--- src/rtl/dac_spi_tx.sv ---
// dac_spi_tx: serial driver for a 16-bit SPI DAC with a single-entry pending sample buffer
//
// Ports:
//   clk          in   system clock, rising edge
//   rst_n        in   synchronous active-low reset
//   sample       in   offset-binary sample from the waveform generator
//   sample_valid in   one-cycle strobe on the sample-rate tick
//   dac_cs_n     out  DAC chip select, active low
//   dac_sclk     out  serial clock, idles low, DAC samples on rising edge
//   dac_mosi     out  serial data, MSB first
//   dac_ldac_n   out  DAC load strobe, active low
//   busy         out  frame in progress
//   overrun      out  sticky: a pending sample was overwritten before it was sent
//
// Build option: define DAC_LDAC_EN to pulse dac_ldac_n low during DONE;
// otherwise dac_ldac_n is tied low and the DAC updates on dac_cs_n rising.
module dac_spi_tx #(
    parameter int unsigned CLK_DIV = 2,
    parameter int unsigned DATA_W  = 16
) (
    input  logic              clk,
    input  logic              rst_n,
    input  logic [DATA_W-1:0] sample,
    input  logic              sample_valid,
    output logic              dac_cs_n,
    output logic              dac_sclk,
    output logic              dac_mosi,
    output logic              dac_ldac_n,
    output logic              busy,
    output logic              overrun
);
    localparam int unsigned BW = (DATA_W > 1) ? $clog2(DATA_W) : 1;

    typedef enum logic [2:0] {IDLE, SETUP, SHIFT, HOLD, DONE} state_e;

    state_e            state_q, state_d;
    logic [7:0]        div_q, div_d;
    logic [BW-1:0]     bit_q, bit_d;
    logic              phase_q, phase_d;
    logic [DATA_W-1:0] sr_q, sr_d, pend_q, pend_d;
    logic              pend_full_q, pend_full_d;
    logic              overrun_q, overrun_d;
    logic              cs_n_q, cs_n_d, sclk_q, sclk_d, mosi_q, mosi_d, busy_q, busy_d;
    logic              tick;

    assign tick = div_q == 8'(CLK_DIV - 1);

    always_comb begin
        state_d     = state_q;
        div_d       = (state_q == IDLE || tick) ? '0 : div_q + 8'd1;
        bit_d       = bit_q;
        phase_d     = phase_q;
        sr_d        = sr_q;
        pend_d      = sample_valid ? sample : pend_q;
        pend_full_d = pend_full_q;
        overrun_d   = overrun_q;
        case (state_q)
            IDLE: if (sample_valid || pend_full_q) begin
                state_d     = SETUP;
                sr_d        = pend_full_q ? pend_q : sample;
                pend_full_d = pend_full_q && sample_valid;
            end
            SETUP: if (tick) begin
                state_d = SHIFT;
                phase_d = 1'b0;
                bit_d   = '0;
            end
            SHIFT: if (tick) begin
                phase_d = !phase_q;
                // a bit ends after its high phase; the next bit is presented
                // on the same edge sclk falls
                if (phase_q) begin
                    sr_d  = sr_q << 1;
                    bit_d = bit_q + BW'(1);
                    if (bit_q == BW'(DATA_W - 1)) begin
                        state_d = HOLD;
                        bit_d   = '0;
                    end
                end
            end
            HOLD: if (tick) state_d = DONE;
            DONE: if (tick) state_d = IDLE;
            default: state_d = IDLE;
        endcase
        if (state_q != IDLE && sample_valid) begin
            pend_full_d = 1'b1;
            overrun_d   = overrun_q || pend_full_q;
        end
        // outputs are registered from the current state, so they trail the
        // state register by one cycle
        cs_n_d = !(state_q inside {SETUP, SHIFT, HOLD});
        sclk_d = state_q == SHIFT && phase_q;
        mosi_d = (state_q == SETUP || state_q == SHIFT) && sr_q[DATA_W-1];
        busy_d = state_q != IDLE;
    end

    always_ff @(posedge clk) begin
        if (!rst_n) begin
            state_q     <= IDLE;
            div_q       <= '0;
            bit_q       <= '0;
            phase_q     <= 1'b0;
            sr_q        <= '0;
            pend_q      <= '0;
            pend_full_q <= 1'b0;
            overrun_q   <= 1'b0;
            cs_n_q      <= 1'b1;
            sclk_q      <= 1'b0;
            mosi_q      <= 1'b0;
            busy_q      <= 1'b0;
        end else begin
            state_q     <= state_d;
            div_q       <= div_d;
            bit_q       <= bit_d;
            phase_q     <= phase_d;
            sr_q        <= sr_d;
            pend_q      <= pend_d;
            pend_full_q <= pend_full_d;
            overrun_q   <= overrun_d;
            cs_n_q      <= cs_n_d;
            sclk_q      <= sclk_d;
            mosi_q      <= mosi_d;
            busy_q      <= busy_d;
        end
    end

`ifdef DAC_LDAC_EN
    logic ldac_n_q;

    always_ff @(posedge clk) begin
        if (!rst_n) ldac_n_q <= 1'b1;
        else ldac_n_q <= state_q != DONE;
    end

    assign dac_ldac_n = ldac_n_q;
`else
    assign dac_ldac_n = 1'b0;
`endif

    assign dac_cs_n = cs_n_q;
    assign dac_sclk = sclk_q;
    assign dac_mosi = mosi_q;
    assign busy     = busy_q;
    assign overrun  = overrun_q;
endmodule

--- config.mk ---
export PLATFORM = sky130hd
export DESIGN_NAME = dac_spi_tx
export DESIGN_NICKNAME = d
export VERILOG_FILES = /design/src/rtl/dac_spi_tx.sv
export SDC_FILE = /design/constraint.sdc
export NUM_CORES = 1
export LEC_CHECK = 0
export CAP_MARGIN = 10
export CORE_UTILIZATION = 40
export CTS_BUF_LIST = sky130_fd_sc_hd__clkbuf_4 sky130_fd_sc_hd__clkbuf_8
export DETAILED_ROUTE_END_ITERATION = 12
export HOLD_SLACK_MARGIN = 0.1
export MAX_ROUTING_LAYER = met4
export PLACE_DENSITY = 0.62
export SETUP_SLACK_MARGIN = 0.4
export SYNTH_ARGS = -nofsm -noshare
export SYNTH_HDL_FRONTEND = slang
export SYNTH_SLANG_ARGS = --single-unit
--- constraint.sdc ---
create_clock -name clk -period 2.65 [get_ports clk]
set_input_delay 0.53 -clock clk [delete_from_list [all_inputs] [get_ports clk]]
set_output_delay 0.53 -clock clk [all_outputs]
set_load 0.02 [all_outputs]
# ---- After elaboration in Yosys (flattened, before gate mapping)
# Index checks and enable logic that the tools add are counted.
dict set report totals {
  register_bits 54
  latchBits 0
  ram_bits 0
  mem_bits_ro 0
  inputBits 19
  out_inout_bits 6
  elab_cells 75
  memories 0
}
dict set report classes {
  addsub 2
  n_mul 0
  n_div 0
  magnitude_cmp 0
  n_eq_ne 13
  n_shift 0
  muxes 24
  n_bitwise 1
  reduce_logical 23
}
# op n
set op_table {}
lappend op_table {{two-way mux 16 bit} 4}
lappend op_table {{case mux 16 bit (2 select lines)} 1}
lappend op_table {{two-way mux 3 bit} 7}
lappend op_table {{two-way mux 4 bit} 4}
lappend op_table {{case mux 3 bit (5 select lines)} 1}
lappend op_table {{!= test 2 bit, second input constant} 6}
lappend op_table {{adder 8 x 1 -> 8 bit, second input constant} 1}
lappend op_table {{equality test 8 x 1 -> 1 bit, second input constant} 1}
lappend op_table {{case mux 4 bit (2 select lines)} 1}
lappend op_table {{AND reduction 4 bit} 2}
lappend op_table {{nonzero test 2 bit} 4}
lappend op_table {{AND reduction 7 bit} 1}
lappend op_table {{equality test 3 x 2 -> 1 bit, second input constant} 2}
lappend op_table {{nonzero test 3 bit} 2}
lappend op_table {{two-way mux 1 bit} 5}
lappend op_table {{adder 4 x 1 -> 4 bit, second input constant} 1}
lappend op_table {{equality test 4 bit, second input constant} 1}
lappend op_table {{logical AND 1 bit} 4}
lappend op_table {{logical OR 1 bit} 4}
lappend op_table {{equality test 3 x 1 -> 1 bit, second input constant} 1}
lappend op_table {{equality test 3 bit, second input constant} 1}
lappend op_table {{logical NOT 3 bit} 1}
lappend op_table {{AND reduction 3 bit} 1}
lappend op_table {{logical NOT 1 bit} 2}
lappend op_table {{other kinds (5)} 5}

# ---- Depth between registers and ports, before layout
# Gate-level depths: netlist of run 1.
dict set report logic_depth {
  ltp_word 5
  ltp_mapped 8
}

# ---- Worst setup path before layout of run 1
# Ideal clock, no wire load.
dict set report synth_path {
  path_kind {reg-to-reg}
  from {reg div_q[0]}
  to {reg bit_q[3]}
  arrival_ps 2081
  required_ps 2579
  setup_slack_ps 498
  stages_incl_launch_ff 7
  path_buffers 1
  cell_sequence {dfxtp_1 > ha_1 > or4b_1 > buf_2 > a2111o_1 > or4_1 > a21oi_1}
}
dict set report synth_via {
  elab_chain_len 3
}
# item line
set synth_lines {}
lappend synth_lines {{from (decl)} 37} ;# logic [7:0] div_q, div_d;
lappend synth_lines {{from (signal assigned)} 113} ;# div_q <= div_d;
lappend synth_lines {{equality test 8 x 1 -> 1 bit *} 46} ;# assign tick = div_q == 8'(CLK_DIV - 1);
lappend synth_lines {{!= test 2 bit (no line)} --}
lappend synth_lines {{AND reduction 4 bit (no line) *} --}
lappend synth_lines {{to (signal assigned)} 114} ;# bit_q <= bit_d;
lappend synth_lines {{to (decl)} 38} ;# logic [BW-1:0] bit_q, bit_d;
# Every way passes the cells marked *; elsewhere a longest branch is shown, timed or not.
# A chain may end at the register's enable or synchronous reset.

# ---- Worst setup path in the final report of run 1
dict set report layout_path {
  from {reg div_q[0]}
  to {reg bit_q[2]}
}
# The elaborated chain is that of the path after synthesis.

==> metrics, run 1 <==
status complete, no violations; WS Path Type reg -> reg; CTS Sinks 54; crit share post-route 0.808; DR pass1 iterations 4; GPL Wtd Cong 0.781; DRC 0; maximum number of pins on one net before global-route repair 40; CP Capture Type register; yosys warns 0; IO Port Bufs 23; average vias per placed instance 5.26; Seq/Total Area, Yosys 0.434; layout cell share with drive strength beyond 1 0.0677; Skew-Pair Late Insertion Delay 0.30 ns; Pwr Density 686 nW/um2; reg2reg end bit_q[2]; worst-case reg-to-reg path depth 5; Die Wd 80.9 um; Worst R2R Setup Slack 0.51 ns; Slowest cell on crit path or4b_4; met1 WL 2430 um; Core Util, Final 0.481; # diodes 0; Synth top area share 0.434; CP max FO 7; minimum clock period 2.14 ns; core area 5960 um2; DR iter-0 viols 130; vias in the first global route 1857; Hold Crit Depth 2; drt wl/cell 12.6 um; Die Y 80.9 um; Hold Vio Cnt, Final 0; Filler cells 583; CP peak stage delay 0.50 ns; Tot GR Track Use 0.174; nets@finish 333; startpoint types register; first-pass GRT wire length 8560 um; TritonCTS clock tree built; Final setup viols 0; Leak 1.04 nW; CTS max path bufs 2; Seq cells post-synth 54; Met2 Routed Length 2240 um; r2r startpoint div_q[0]; Mapped Nets 319; antenna violations before repair 0; peak supply drop 0.310 mV; clock skew 0.00225 ns; Worst Setup Slack post-DPL 0.332 ns; Initial Util 0.418; Area growth syn-to-layout 15.0%; commonest cells after routing, fill and taps aside dfxtp_1, nand2_1, mux2i_1; clk slew on worst S/H paths 0.09 ns; RSZ-0062 raised after global routing no; Worst Hold Class reg -> reg; Mapped Area 2490 um2; CTS root buf clkbuf_8; die area 6550 um2; final wirelength 4860 um; fin area 2860 um2; most common cell after layout, fill and taps aside dfxtp_1; Worst path top cell family by delay simple AND/OR/NAND/NOR gates; Via Count 2026; Synth area leader dfxtp_1; fin. max-slew vios 0; Synth Instances 297; H-Tree Depth 2; area post-placement 2770 um2; # Post-CTS Setup Buffers 0; post-route ant nets 0; Cell Count, Final, Fillers Out 385; Peak Freq 467 MHz; grt ovf 0; max_cap viols 0; Buf/Inv on CP 0; top layer in use met4; Top Ports 25; total CTS buffers 5; met3 WL 130 um; main area contributors after synthesis dfxtp_1, mux2i_1, o21ai_0; CP Data Arrival Time 2.38 ns; post-route setup slack 0.508 ns; syn avg cell area 8.39 um2; Setup TNS 0 ns; final hold slack 0.448 ns; total power 1.96 mW; std cell rows 28; Worst Path Required 2.89 ns; CP cell instances ha_1 > or4b_4 > a2111o_1 > or4_1 > a21oi_1; dpl hpwl 3150 um; placed cells 379; critical hold path startpoint sr_q[15]; hold endpoint dac_mosi; Synth cell types 37
Yosys cell counts, drive strengths merged:
library cell  number
o21ai             34
nand2             40
conb               1
o211ai             1
or4b               1
a21oi              4
o31ai              2
nand3             13
and2               2
nand4b             1
or2                1
xor2               5
nor3b              1
o32ai              1
and3               3
clkbuf            18
or3                4
dfxtp             54
nor2              31
xnor2              2
a2111o             1
inv                6
nor3               4
maj3               1
nand3b             1
a31oi              2
ha                 3
nand2b             1
mux2i             35
or4                2
or3b               1
nand4             16
buf                5
worst max-delay path by stage:
stage,startpoint,slack (ns),cells past startpoint,end
3_3_place_gp,div_q[0],0.39,5,bit_q[3]
2_1_floorplan,div_q[0],0.50,6,bit_q[3]
5_1_grt,div_q[1],0.42,6,bit_q[2]
6_report,div_q[0],0.51,5,bit_q[2]
3_5_place_dp,div_q[0],0.33,5,bit_q[3]
4_1_cts,div_q[0],0.37,5,bit_q[3]
area by class of cell:
class	instances	area (um2)	share of cell area
multi-input combinational	214	1300	0.453
sequential	54	1080	0.378
timing repair buffer	30	283	0.0987
tap	75	93.8	0.0328
clock buffer	6	82.6	0.0288
inverter	6	22.5	0.00786
worst min-delay path, stage by stage (launching register included):
cell     delay [ns]
dfxtp_1        0.33
nand2_1        0.05
a21oi_1        0.03
kinds of logic (layout without fill, tap and decap cells):
logic type / after synthesis / after routing / synth area share
muxes: 35 / 35 / 0.141
and+or+nand+nor: 122 / 122 / 0.232
xor gates and xnor gates: 7 / 7 / 0.0246
adders and majority gates: 4 / 4 / 0.0191
buffers and inverters: 29 / 42 / 0.0467
other: 1 / 1 / 0.00151
AOI/OAI and AO/OA: 45 / 45 / 0.101
DFF: 54 / 54 / 0.434
per-layer routing:
metal | track usage | vias to the layer above
met5 | - | -
met4 | 0.0571 | 0
met3 | 0.0337 | 7
met2 | 0.283 | 32
met1 | 0.216 | 931
li1 | - | 1056
power breakdown:
group	switching, mW	internal, mW	total, mW
Clock	0.251	0.202	0.454
Sequential	0.0745	0.914	0.989
Combinational	0.304	0.218	0.522
Total	0.629	1.33	1.96
flip-flops by register name (all words and copies together) (netlist names), 3 cells and up:
signal,cells
bit_q,4
div_q,8
pend_q,16
sr_q,16
state_q,3
what timing repair did:
item,in CTS,in global routing
pin swaps,1,2
hold buffers,0,0
resized for setup,1,3
setup endpoints to repair,16,5
(Power assumes the default switching activity.)
==> run 2: changes to the inputs <==
- PLACE_DENSITY: 0.62 -> 0.65
- clock period: 2.65 -> 1.88 ns (I/O delays scaled with it)
==> metrics, run 2 (synthesis gave the netlist of run 1 again) <==
status finished, violations left; failing checks setup timing; Peak Freq 518 MHz (+11%); most common cell after layout, fill and taps aside dfxtp_1; CP Data Arrival Time 2.17 ns (-0.21 ns); H-Tree Depth 2 (unchanged); Pwr Density 953 nW/um2 (+39%); Leak 1.18 nW (+13%); TritonCTS clock tree built; biggest regs pend_q: 16 flops, sr_q: 16 flops, div_q: 8 flops; Skew-Pair Late Insertion Delay 0.30 ns (about the same); Via Count 2098 (+3.6%); die area 6550 um2 (unchanged); Area growth syn-to-layout 24.9%; DR pass1 iterations 4 (unchanged); minimum clock period 1.93 ns (-0.211 ns); commonest cells after routing, fill and taps aside dfxtp_1, nand2_1, mux2i_1; Initial Util 0.418 (unchanged); CTS Sinks 54 (unchanged); Final setup viols 10 (+10); final wirelength 5120 um (+5.4%); layout cell share with drive strength beyond 1 0.158 (+0.0898); max_cap viols 0 (unchanged); Top Ports 25 (unchanged); core area 5960 um2 (unchanged); WS Path Type reg -> reg; grt ovf 0 (unchanged); IO Port Bufs 23 (unchanged); nets@finish 351 (+5.4%); drt wl/cell 12.6 um (+0.15%); first-pass GRT wire length 8750 um (+2.2%); dpl hpwl 3500 um (+11%); GPL Wtd Cong 0.787 (+0.68%); Hold Vio Cnt, Final 0 (unchanged); Die Wd 80.9 um (unchanged); # diodes 0 (unchanged); DR iter-0 viols 132 (+1.5%); antenna violations before repair 0 (unchanged); Tot GR Track Use 0.178 (+0.00331); CP Capture Type register; Worst R2R Setup Slack -0.05 ns (-0.56 ns); vias in the first global route 1910 (+2.9%); Die Y 80.9 um (unchanged); total power 2.96 mW (+51%); DRC 0 (unchanged); crit share post-route 1.03 (+0.219); Worst Path Required 2.12 ns (-0.77 ns); CTS max path bufs 2 (unchanged); post-route ant nets 0 (unchanged); post-route setup slack -0.0505 ns (-0.559 ns); fin. max-slew vios 0 (unchanged); peak supply drop 0.476 mV (+53%); maximum number of pins on one net before global-route repair 40 (unchanged); clock skew 0.00342 ns (+0.00117 ns); startpoint types register; std cell rows 28 (unchanged); Worst Hold Class reg -> reg; CTS root buf clkbuf_8; CP max FO 4 (-3); clk slew on worst S/H paths 0.09 ns (about the same); total CTS buffers 5 (unchanged); Setup TNS -0.173 ns (-0.173 ns); RSZ-0062 raised after global routing yes; average vias per placed instance 5.18 (-1.6%)
==> run 2: cell count changes in the layout (fill, tap and decap cells not counted), moves of 4 or more <==
cell             before  now
clkdlybuf4s50_1      23   18
dlygate4sd2_1         0    5
o21ai_1               2   16
buf_6                 0    4
buf_4                 7   19
o21ai_0              32   18
==> run 2: worst max-delay path: stages (launching register included) <==
cell and delay (ns):
dfxtp_2 0.34, inv_2 0.05, ha_4 0.10, or4b_4 0.45
a2111o_1 0.36, or4_1 0.45, a21oi_2 0.12
==> run 2: path summary, 6_finish.rpt <==
| kind | end | cells past startpoint | from |
|---|---|---|---|
| hold reg to reg | dac_mosi | 2 | sr_q[15] |
| setup reg to reg | bit_q[2] | 6 | div_q[1] |
| hold / removal | dac_mosi | 2 | sr_q[15] |
| setup / recovery | bit_q[2] | 6 | div_q[1] |
==> run 2: final cells by class <==
type                    count  area (um2)
multi-input cells         215        1390
repair buffers             47         432
flip-flops and latches     54        1080
clock inverters             2        13.8
clock buffers               6        76.3
well taps                  75        93.8
fillers                   570        2840
inverters                   6        22.5
==> run 2: report_power, final <==
group / total (mW) / leakage (nW) / internal, mW / switching [mW]
sequential: 1.39 / 0.443 / 1.29 / 0.100
combinational: 0.918 / 0.687 / 0.421 / 0.497
clock: 0.658 / 0.0486 / 0.278 / 0.379
total: 2.96 / 1.18 / 1.99 / 0.977
==> run 2: metrics by stage <==
| step | instances | util | cell area (um2) | setup slack [ns] | hold WS (ns) |
|---|---|---|---|---|---|
| 3_5_place_dp | 394 | 0.491 | 2930 | -0.0222 | 0.449 |
| 4_1_cts | 404 | 0.516 | 3070 | -0.0211 | 0.462 |
| 2_1_floorplan | 297 | - | 2540 | -0.0990 | 0.412 |
| 5_1_grt | 405 | 0.522 | 3110 | -0.146 | 0.488 |
| 6_report | 405 | 0.522 | 3110 | -0.0505 | 0.461 |
| 3_3_place_gp | 394 | 0.491 | 2930 | 0.00778 | 0.449 |
==> run 2: layer usage <==
metal	GRT usage	vias up	wire length, um
met4	0.0536	0	58
met3	0.0303	5	180
met1	0.226	962	2390
met5	-	-	0
met2	0.287	38	2490
li1	-	1093	-
==> run 2: repair_timing <==
item                                    in CTS  in global routing
hold buffers                                 0                  0
pin swaps                                    3                  4
endpoints found under the setup margin      35                 30
gates resized for setup                     19                  7
setup buffers                                0                  1
gates cloned                                 2                  0
==> run 3: changes to the inputs <==
- PLACE_DENSITY: 0.65 -> 0.68
==> metrics, run 3 (synthesis gave the netlist of run 1 again) <==
TritonCTS clock tree built; Gate power share 0.333 (+0.024); std cell rows 28 (unchanged); grt ovf 0 (unchanged); Initial Util 0.418 (unchanged); switching share of total power 0.331 (+0.00192); post-route setup slack -0.0397 ns (+0.0109 ns); Leak 1.18 nW (+0.36%); Hold Vio Cnt, Final 0 (unchanged); Met2 Routed Length 2550 um (+2.3%); nets@finish 350 (-0.28%); crit share post-route 1.02 (-0.00579); Slowest cell on crit path or4b_4; CTS max path bufs 2 (unchanged); top layer in use met4; startpoint types register; total CTS buffers 5 (unchanged); biggest regs pend_q: 16 flops, sr_q: 16 flops, div_q: 8 flops; clock skew 0.00757 ns (+0.00415 ns); fin. max-slew vios 0 (unchanged); total power 3.04 mW (+2.5%); first-pass GRT wire length 9180 um (+4.9%); Die Y 80.9 um (unchanged); commonest cells after routing, fill and taps aside dfxtp_1, nand2_1, mux2i_1; CTS root buf clkbuf_8; met1 WL 2550 um (+6.7%); core area 5960 um2 (unchanged); GPL Wtd Cong 0.785 (-0.28%); area post-placement 2900 um2 (-0.77%); peak supply drop 0.471 mV (-0.99%); Area growth syn-to-layout 26.5%; Via Count 2132 (+1.6%); layout cell share with drive strength beyond 1 0.189 (+0.0314); Skew-Pair Late Insertion Delay 0.31 ns (about the same); Die Wd 80.9 um (unchanged); dpl hpwl 3460 um (-0.96%); # diodes 0 (unchanged); H-Tree Depth 2 (unchanged); final wirelength 5300 um (+3.6%); fin area 3150 um2 (+1.3%); most common cell after layout, fill and taps aside dfxtp_1; post-route ant nets 0 (unchanged); Worst Setup Slack post-DPL -0.0387 ns (-0.0165 ns); Worst Hold Class reg -> reg; Peak Freq 521 MHz (+0.57%); Top Ports 25 (unchanged); CP peak stage delay 0.46 ns (about the same); met3 WL 175 um (-2.8%); die area 6550 um2 (unchanged); average vias per placed instance 5.29 (+2.1%); clk slew on worst S/H paths 0.09 ns (about the same); Psw 1.01 mW (+3.1%); Buf/Inv on CP 1 (unchanged); minimum clock period 1.92 ns (-0.0109 ns); max_cap viols 0 (unchanged); Cell Count, Final, Fillers Out 403 (-0.49%); clock network fraction of design power 0.209 (-0.013); final hold slack 0.464 ns (+0.00310 ns); Int Pwr 2.03 mW (+2.2%); CTS Sinks 54 (unchanged); status finished, violations left; vias in the first global route 2086 (+9.2%); sequential share of power 0.458 (-0.011); Pwr Density 964 nW/um2 (+1.2%); failing checks setup timing; drt wl/cell 13.2 um (+4.1%); DR iter-0 viols 82 (-38%); Worst path top cell family by delay simple AND/OR/NAND/NOR gates; Tot GR Track Use 0.187 (+0.00989); Worst Path Required 2.12 ns (about the same); RSZ-0062 raised after global routing yes; maximum number of pins on one net before global-route repair 40 (unchanged); placed cells 391 (-0.76%); DR pass1 iterations 4 (unchanged); CP Data Arrival Time 2.16 ns (about the same); Final setup viols 3 (-7); antenna violations before repair 0 (unchanged); CP max FO 4 (unchanged); IO Port Bufs 23 (unchanged); CP Capture Type register; DRC 0 (unchanged); WS Path Type reg -> reg; CP cell instances inv_2 > ha_4 > or4b_4 > a2111o_1 > or4_4 > a21oi_2
## run 3: cell count changes in the layout (fill, tap and decap cells not counted), moves of 2 or more
cell / previous run / this run
buf_4: 19 / 15
buf_6: 4 / 7
nor2_1: 30 / 28
nor2_2: 0 / 2
o21ai_1: 16 / 9
o21ai_2: 0 / 7
## run 3: tightest hold or removal path: cells and delay by family (launching register included)
kind / cells / cell delay [ns]
compound gates: 1 / 0.06
simple gates: 1 / 0.05
flops: 1 / 0.32
## run 3: stage by stage
step	TNS, ns	util
floorplan	-0.447	-
global route	-1.15	0.529
global placement	0	0.487
detailed placement	-0.0703	0.487
CTS	-0.0647	0.521
finish	-0.0750	0.529
## run 3: cell type report
class                   instances  area, um2
fillers                       583       2800
multi-input cells             215       1430
flip-flops and latches         54       1090
repair buffers                 46        435
well taps                      75       93.8
clock buffers                   6       76.3
inverters                       6       22.5
clock inverters                 1       7.51
## run 3: metal layers
layer,up-vias,global-route usage
li1,1091,-
met1,1004,0.218
met2,35,0.320
met3,2,0.0404
met4,0,0.0589
met5,-,-
## run 3: repair_timing
item                                    4_1_cts  5_1_grt
resized for setup                            27       14
cloned                                        2        0
hold buffers                                  0        0
pin swaps                                    16        4
setup buffers                                 3        0
endpoints found under the setup margin       35       32
## run 3: path summary, 6_finish.rpt
kind                  from  endpoint  slack [ns]  depth (start not counted)
setup / recovery  div_q[1]  bit_q[2]       -0.04                          6
setup reg to reg  div_q[1]  bit_q[2]       -0.04                          6
hold / removal    sr_q[11]  sr_q[11]        0.46                          2
hold reg to reg   sr_q[11]  sr_q[11]        0.46                          2
## run 3: power groups by stage
stage	Clock, mW	Sequential, mW	Combinational (mW)
after floorplan	0	1.39	0.610
after global placement	0	1.41	0.836
after CTS	0.662	1.39	0.969
after detailed placement	0	1.41	0.842
after global routing	0.712	1.41	1.11
final	0.635	1.39	1.01
==> variant (config.mk and constraints of run 2) <==
Set the parameter `DATA_W` to 64 (it was 16).
--- a/src/rtl/dac_spi_tx.sv
+++ b/src/rtl/dac_spi_tx.sv
@@ -16,7 +16,7 @@
 // otherwise dac_ldac_n is tied low and the DAC updates on dac_cs_n rising.
 module dac_spi_tx #(
     parameter int unsigned CLK_DIV = 2,
-    parameter int unsigned DATA_W  = 16
+    parameter int unsigned DATA_W  = 64
 ) (
     input  logic              clk,
     input  logic              rst_n,
Ports: changed (resized sample); port bits go from 25 to 73. No check against the original RTL was run, so the function may have changed too.
==> variant against run 2 <==
Worst setup slack improved by 0.17 ns. Cell count rose to 2.7 times the old value. Sequential cell count grew 98. Routed wire length grew to 3.1 times the old value. Count of clock-buffer cells in the layout grew 15. Final area rose to 2.9 times the old value. Synthesized area rose to 2.8 times the old value. Total power rose to 3.2 times the old value. Critical endpoint is now bit_q[4]. Largest power group unchanged.
==> variant: results (changes against run 2) <==
Status
  – Status: finished clean (was finished with violations)

Route
  – Final wirelength: 15.8 mm (was 5.12 mm)
  – Iteration-0 DRC count of the detailed router: 287 (was 132)

Power and ir drop
  – Maximum ir drop on the vdd rail: 0.000589 V (was 0.000476 V)
  – Combinational power share: 30.5% (was 30.9%)
  – Switching power as a share of total power: 30.1% (was 32.9%)

GRT
  – Total global routing track utilization: 18.3% (was 17.8%)
  – First-pass GRT wire length: 25.1 mm (was 8.75 mm)
  – Met3 GRT Util: 3.88% (was 3.03%)
  – Met2 global-route usage: 28.5% (was 28.7%)

Place
  – Cell Area, Placed: 0.00783 mm² (was 0.00293 mm²)
  – Final Wtd Congestion: 0.775 (was 0.787)
  – Post-detailed-placement half-perimeter wirelength: 8.16 mm (was 3.50 mm)

Critical path
  – Worst setup path startpoint: state_q[0] (was div_q[1])
  – Destination of the worst register-to-register timing path: bit_q[4] (was bit_q[2])

Final layout
  – Post-layout instance count excluding filler cells: 1077 (was 405)
  – Largest registers in the final layout: pend_q x64, sr_q x64, div_q x8 (was pend_q x16, sr_q x16, div_q x8)
  – Number of fill cells: 1521 (was 570)

STA
  – Clock skew: 0.0116 ns (was 0.00342 ns)
  – Final Setup Violations: 0 (was 10)

Synth
  – Number of distinct library cells after synthesis: 44 (was 37)
  – Adder and majority cell fraction of the synthesized area: 0.689% (was 1.91%)
  – Top cells by count, synth: dfxtp_1 (152), nor2_1 (144), mux2i_1 (129), nand2_1 (75), a21oi_1 (69) (was dfxtp_1 (54), nand2_1 (40), mux2i_1 (35), o21ai_0 (32), nor2_1 (31))
  – Xor and xnor fraction of the mapped netlist area: 1.02% (was 2.46%)

Worst hold path
  – Hold Crit Endpoint: sr_q[63] (was dac_mosi)
  – Worst Min Path Start: sr_q[63] (was sr_q[15])

Floorplan
  – Std-Cell Core Area: 0.0167 mm² (was 0.00596 mm²)
==> variant: cell type report <==
| type | count | area (µm²) | share of cell area [%] |
|---|---|---|---|
| clock buffer | 21 | 283 | 3.19 |
| clock inverter | 9 | 146 | 1.65 |
| inverter | 4 | 17.5 | 0.197 |
| multi-input combinational | 549 | 3690 | 41.6 |
| sequential | 152 | 3060 | 34.5 |
| tap | 220 | 275 | 3.10 |
| timing repair buffer | 122 | 1390 | 15.7 |
==> variant: how the worst max path moves through the flow <==
| stage | slack [ns] | cells after the start | to |
|---|---|---|---|
| floorplan | 0.28 | 6 | sr_q[12] |
| global route | 0.08 | 8 | bit_q[4] |
| detailed placement | 0.08 | 4 | bit_q[4] |
| global placement | 0.12 | 4 | bit_q[4] |
| finish | 0.12 | 5 | bit_q[4] |
| CTS | 0.17 | 5 | bit_q[3] |
==> variant: layer usage <==
| metal | part of all wire, % | wire, µm |
|---|---|---|
| met5 | 0 | 0 |
| met4 | 1.6 | 250 |
| met3 | 4.0 | 637 |
| met2 | 46 | 7250 |
| met1 | 49 | 7680 |
==> variant: cell families (layout without fill, tap and decap cells) <==
| family | after synthesis | count (layout) |
|---|---|---|
| adder cells (fa/ha/maj) | 4 | 4 |
| other | 1 | 1 |
| XOR/XNOR | 8 | 8 |
| flip-flops | 152 | 152 |
| buffers and inverters | 68 | 156 |
| multiplexers | 131 | 131 |
| AND/OR/NAND/NOR | 259 | 260 |
| AO/OA/AOI/OAI | 145 | 145 |
==> variant: tightest hold or removal path, cell delays in order, from the launching register on <==
cell,delay [ns]
dfxtp_1,0.31
nand2_1,0.05
a21oi_1,0.05
==> variant: timing repair <==
action | CTS | global route
cloned | 6 | 5
endpoints found under the setup margin | 86 | 88
setup buffers | 19 | 4
gates resized for setup | 43 | 29
pin swaps | 7 | 6
